<file path="src/rtl/tapped_window_fifo_pkg.sv">
// rtl/tapped_window_fifo_pkg.sv - shared helpers for the tapped window FIFO
package tapped_window_fifo_pkg;

  // Smallest w with 2**w >= n; used to size fill_count for 0..DEPTH.
  function automatic int clog2(input int n);
    int w;
    w = 0;
    while ((1 << w) < n) w++;
    return w;
  endfunction

endpackage

</file>
<file path="src/rtl/tapped_window_fifo_if.sv">
// rtl/tapped_window_fifo_if.sv - input stream and tap outputs of the tapped window FIFO
interface tapped_window_fifo_if
  import tapped_window_fifo_pkg::*;
#(
  parameter int WIDTH = 1,
  parameter int DEPTH = 1
);
  localparam int CW = clog2(DEPTH + 1);

  logic                   in_valid;
  logic [WIDTH-1:0]       inp;
  logic                   flush;
  logic [WIDTH*DEPTH-1:0] taps;
  logic [DEPTH-1:0]       tap_valid;
  logic [WIDTH-1:0]       outp;
  logic                   out_valid;
  logic                   window_valid;
  logic [CW-1:0]          fill_count;

  modport master (
    output in_valid, inp, flush,
    input  taps, tap_valid, outp, out_valid, window_valid, fill_count
  );

  modport slave (
    input  in_valid, inp, flush,
    output taps, tap_valid, outp, out_valid, window_valid, fill_count
  );
endinterface

</file>
<file path="src/rtl/tapped_window_fifo_dffe.sv">
// rtl/tapped_window_fifo_dffe.sv - WIDTH-bit D flip-flop with sync reset and enable
module tapped_window_fifo_dffe #(
  parameter int WIDTH = 1
) (
  input  logic             clk,
  input  logic             rst,
  input  logic             en,
  input  logic [WIDTH-1:0] d,
  output logic [WIDTH-1:0] q
);
  always_ff @(posedge clk) begin
    if (rst)     q <= '0;
    else if (en) q <= d;
  end
endmodule

</file>
<file path="src/rtl/tapped_window_fifo.sv">
// rtl/tapped_window_fifo.sv - enable-gated tapped shift FIFO with per-stage valid
// and full-window flag; flush clears validity only, data registers are kept.
module tapped_window_fifo
  import tapped_window_fifo_pkg::*;
#(
  parameter int WIDTH = 1,
  parameter int DEPTH = 1
) (
  input  logic                clk,
  input  logic                rst,
  tapped_window_fifo_if.slave bus
);
  localparam int CW = clog2(DEPTH + 1);

  logic [WIDTH-1:0] stage [DEPTH];
  logic [DEPTH-1:0] tv_q, tv_d;
  logic [CW-1:0]    fill_q, fill_d;
  logic             win_q;

  for (genvar i = 0; i < DEPTH; i++) begin : g_stage
    logic [WIDTH-1:0] d;
    if (i == 0) begin : g_head
      assign d = bus.inp;
    end else begin : g_body
      assign d = stage[i-1];
    end

    tapped_window_fifo_dffe #(.WIDTH(WIDTH)) u_dffe (
      .clk (clk),
      .rst (rst),
      .en  (bus.in_valid),
      .d   (d),
      .q   (stage[i])
    );

    // Stage 0 (newest) lands in the most significant word.
    assign bus.taps[WIDTH*(DEPTH-1-i) +: WIDTH] = stage[i];
  end

  // tv bit DEPTH-1 is stage 0, so a shift moves valids toward bit 0.
  always_comb begin
    tv_d   = tv_q;
    fill_d = fill_q;
    if (bus.flush) begin
      tv_d   = '0;
      fill_d = '0;
    end
    if (bus.in_valid) begin
      tv_d = (tv_d >> 1) | (DEPTH'(1) << (DEPTH - 1));
      if (fill_d < CW'(DEPTH)) fill_d = fill_d + CW'(1);
    end
  end

  always_ff @(posedge clk) begin
    if (rst) begin
      tv_q   <= '0;
      fill_q <= '0;
      win_q  <= 1'b0;
    end else begin
      tv_q   <= tv_d;
      fill_q <= fill_d;
      win_q  <= (fill_d == CW'(DEPTH));
    end
  end

  assign bus.tap_valid    = tv_q;
  assign bus.outp         = stage[DEPTH-1];
  assign bus.out_valid    = tv_q[0];
  assign bus.window_valid = win_q;
  assign bus.fill_count   = fill_q;
endmodule
</file>
<file path="src/flat_wrapper.sv">
// flat-port wrapper written by rule: the top's interface ports become plain ports
module tapped_window_fifo_flat import tapped_window_fifo_pkg::*;
#(
  parameter int WIDTH = 1,
  parameter int DEPTH = 1
)
  (clk, rst, bus_in_valid, bus_inp, bus_flush, bus_taps, bus_tap_valid, bus_outp, bus_out_valid, bus_window_valid, bus_fill_count);
  tapped_window_fifo_if #(.WIDTH(WIDTH), .DEPTH(DEPTH)) bus_i ();
  input  logic clk;
  input  logic rst;
  input wire logic [$bits(bus_i.in_valid)-1:0] bus_in_valid;
  input wire logic [$bits(bus_i.inp)-1:0] bus_inp;
  input wire logic [$bits(bus_i.flush)-1:0] bus_flush;
  output wire logic [$bits(bus_i.taps)-1:0] bus_taps;
  output wire logic [$bits(bus_i.tap_valid)-1:0] bus_tap_valid;
  output wire logic [$bits(bus_i.outp)-1:0] bus_outp;
  output wire logic [$bits(bus_i.out_valid)-1:0] bus_out_valid;
  output wire logic [$bits(bus_i.window_valid)-1:0] bus_window_valid;
  output wire logic [$bits(bus_i.fill_count)-1:0] bus_fill_count;
  assign bus_i.in_valid = bus_in_valid;
  assign bus_i.inp = bus_inp;
  assign bus_i.flush = bus_flush;
  assign bus_taps = bus_i.taps;
  assign bus_tap_valid = bus_i.tap_valid;
  assign bus_outp = bus_i.outp;
  assign bus_out_valid = bus_i.out_valid;
  assign bus_window_valid = bus_i.window_valid;
  assign bus_fill_count = bus_i.fill_count;
  tapped_window_fifo #(.WIDTH(WIDTH), .DEPTH(DEPTH)) u_core (.clk(clk), .rst(rst), .bus(bus_i));
endmodule
</file>
<file path="config.mk">
export PLATFORM = sky130hd
export DESIGN_NAME = tapped_window_fifo_flat
export DESIGN_NICKNAME = d
export VERILOG_FILES = /design/src/rtl/tapped_window_fifo_pkg.sv /design/src/rtl/tapped_window_fifo_if.sv /design/src/rtl/tapped_window_fifo_dffe.sv /design/src/rtl/tapped_window_fifo.sv /design/src/flat_wrapper.sv
export SDC_FILE = /design/constraint.sdc
export NUM_CORES = 1
export LEC_CHECK = 0
export CORE_AREA = 2 2 39 41
export DETAILED_ROUTE_END_ITERATION = 10
export DIE_AREA = 0 0 41 43
export SLEW_MARGIN = 20
export SYNTH_ARGS = -nofsm -noshare
export SYNTH_HDL_FRONTEND = slang
export SYNTH_SLANG_ARGS = --single-unit
</file>
<file path="constraint.sdc">
create_clock -name clk -period 1.5 [get_ports clk]
set_input_delay 0.225 -clock clk [delete_from_list [all_inputs] [get_ports clk]]
set_output_delay 0.225 -clock clk [all_outputs]
set_load 0.01 [all_outputs]
</file>
==> flow_metrics.tcl <==
set metrics [dict create \
    status "finished clean" \
    path_cells "clkdlybuf4s50_1" \
    avgSynthCellArea_sq_um 9.43 \
    rows 14 \
    dieWidth_um 41 \
    hold_viol 0 \
    via_per_inst 2.93 \
    async_flop_share_pct 0 \
    worstMarginPinSlew_ns 0.118 \
    r2r_setup_slack_ns 0.89 \
    fin_area_sq_um 246 \
    synth-seq-area-share_pct 49.0 \
    first_iter_violations 1 \
    hp-class "flip-flop to flip-flop" \
    power_per_cell_area_nw_per_um2 1100 \
    clock.fmax_ghz 0.748 \
    area_delta_synth_final_pct 101 \
    cap_violations 0 \
    combPwrFrac_pct 15.8 \
    drt_wl_total_um 268 \
    synthTopCellsByArea "dfxtp_1 (49%), buf_4 (18%), nand2b_1 (10%)" \
    peakVddDrop_mv 0.179 \
    ys.flop_type "dfxtp_1" \
    p_sw_uw 56.5 \
    grt_remaining_overflow 0 \
    port-buffer-count 10 \
    post-cts-setup-buffers 0 \
    fin_setup_tns_ns 0 \
    netlist_area_sq_um 123 \
    io_pins 11 \
    skew_ns 0 \
    grt_first_pass_wirelength_um 372 \
    setup_violations 0 \
    crit_family "buffers and inverters" \
    worst-path-buf-inv 1 \
    rsz0062_at_grt "no" \
    power_leakage_uw 0.0000971 \
    ys_warn_count 0 \
    critPathLaunchType "flip-flop" \
    power_frac_clock_pct 51.4 \
    track_usage_pct 4.11 \
    dieArea_sq_um 1760 \
    vias 117 \
    synth_cell_types 7 \
    final_layout_size_suffix_gt1_share_pct 12.5 \
    slew_violations 0 \
    antenna_cells 0 \
    clk_pin_slew_ns 0.04 \
    post_cts_resized 0 \
    relSlewSlack_pct 91.9 \
    clock_latency_ns 0.23 \
    slowest_stage "clkdlybuf4s50_1" \
    critPathMaxStageDelay_ns 0.54 \
    drc_errors 0 \
    layout_min_cycle_time_ns 1.34 \
    antenna_found_initial 0 \
    dr.pass1.iters 2 \
    cts_buffers 3 \
    grt_max_degree 4 \
    clock_sinks 3 \
    cts_tree "built" \
    power_frac_seq_pct 32.8 \
    critPathMaxFanout 3 \
    netlist.area_leader.share_pct 49.0 \
    start_util_pct 8.86 \
    ys_top_cells_by_count "buf_4 (3), dfxtp_1 (3), a21oi_1 (2), nand2b_1 (2)" \
    netlist_instances 13 \
    period_share_pct 89.1 \
    grt_pass1_vias 111 \
    clockRootBuffer "clkbuf_4" \
    worst_setup_path_end_kind "primary output" \
    antenna_left 0 \
    htreeDepth 1 \
    core_sq_um 1380 \
    die_y_um 43 \
    nets 30 \
    cp_data_required_time_ns 1.27 \
    gp_congestion 0.427 \
    syn_nets 18 \
    p_sw_share_pct 20.9 \
    arrival_ns 1.11 \
    synth_edf_count 0 \
    cts_buffer_depth 2 \
    ctsHoldBuffers 0 \
    power.internal_uw 214 \
    wire_per_inst_um 6.70 \
    place_area_sq_um 220 \
    critPathKind "flip-flop to primary output" \
    synth_area_leader_cell "dfxtp_1" \
    synth_seq_cells 3 \
]
-- cell families (layout without fill, tap and decap cells) --
| family | after synthesis | count (layout) | share of synthesized area, % |
|---|---|---|---|
| multiplexers | 1 | 1 | 8.16 |
| AO/OA/AOI/OAI | 2 | 2 | 8.16 |
| flip-flops | 3 | 3 | 49.0 |
| buffers and inverters | 4 | 15 | 21.4 |
| AND/OR/NAND/NOR | 3 | 3 | 13.3 |
-- power by group through the flow --
stage | sequential, uW | clock (uW) | combinational (uW)
2_1_floorplan | 92.4 | 0 | 15.8
3_3_place_gp | 89.9 | 0 | 43.7
3_5_place_dp | 90.1 | 0 | 43.1
4_1_cts | 88.9 | 149 | 43.3
5_1_grt | 89.7 | 153 | 47.1
6_report | 88.8 | 139 | 42.7
-- layer usage --
layer	part of all wire, %	track usage [%]	wire (um)	vias to the layer above
met4	0	6.00	0	0
li1	-	-	-	59
met5	0	0	0	-
met2	43	4.69	114	9
met1	32	2.24	87	49
met3	25	5.24	66	0
-- placed cells by master (no fill, tap or decap) --
master and instances:
nand2b_1 2, clkdlybuf4s50_1 10, a21oi_1 2, inv_1 1, clkbuf_1 1, clkbuf_4 3
mux2i_1 1, dfxtp_1 3, nor2_1 1
-- final timing paths --
| path | from | cells past startpoint | to |
|---|---|---|---|
| setup / recovery | u_core.bus.fill_count | 1 | bus_fill_count |
| hold / removal | u_core.bus.out_valid | 2 | u_core.bus.out_valid |
| setup reg to reg | u_core.bus.out_valid | 2 | u_core.bus.out_valid |
| hold reg to reg | u_core.bus.out_valid | 2 | u_core.bus.out_valid |
-- cell type report --
type	instances	area (sq um)
clock buffers	4	26.3
flip-flops and latches	3	60.1
inverters	1	3.75
repair buffers	10	100
multi-input cells	6	36.3
well taps	16	20.0
fillers	159	1140
-- sequential cells by signal (all words and copies together) (netlist names) --
register	count
u_core.bus.out_valid	1
u_core.bus.fill_count	1
u_core.g_stage.u_dffe.q	1
-- through the flow --
step	util (%)	hold WS, ns	total power [uW]	worst slack, ns	cells
3_5_place_dp	15.9	0.488	133	0.405	36
2_1_floorplan	-	0.294	108	0.768	13
5_1_grt	17.8	0.522	289	0.0907	40
4_1_cts	17.8	0.492	281	0.145	40
3_3_place_gp	15.9	0.482	134	0.401	36
6_report	17.8	0.490	271	0.163	40
Note: power is estimated with default switching activity, not from simulation.
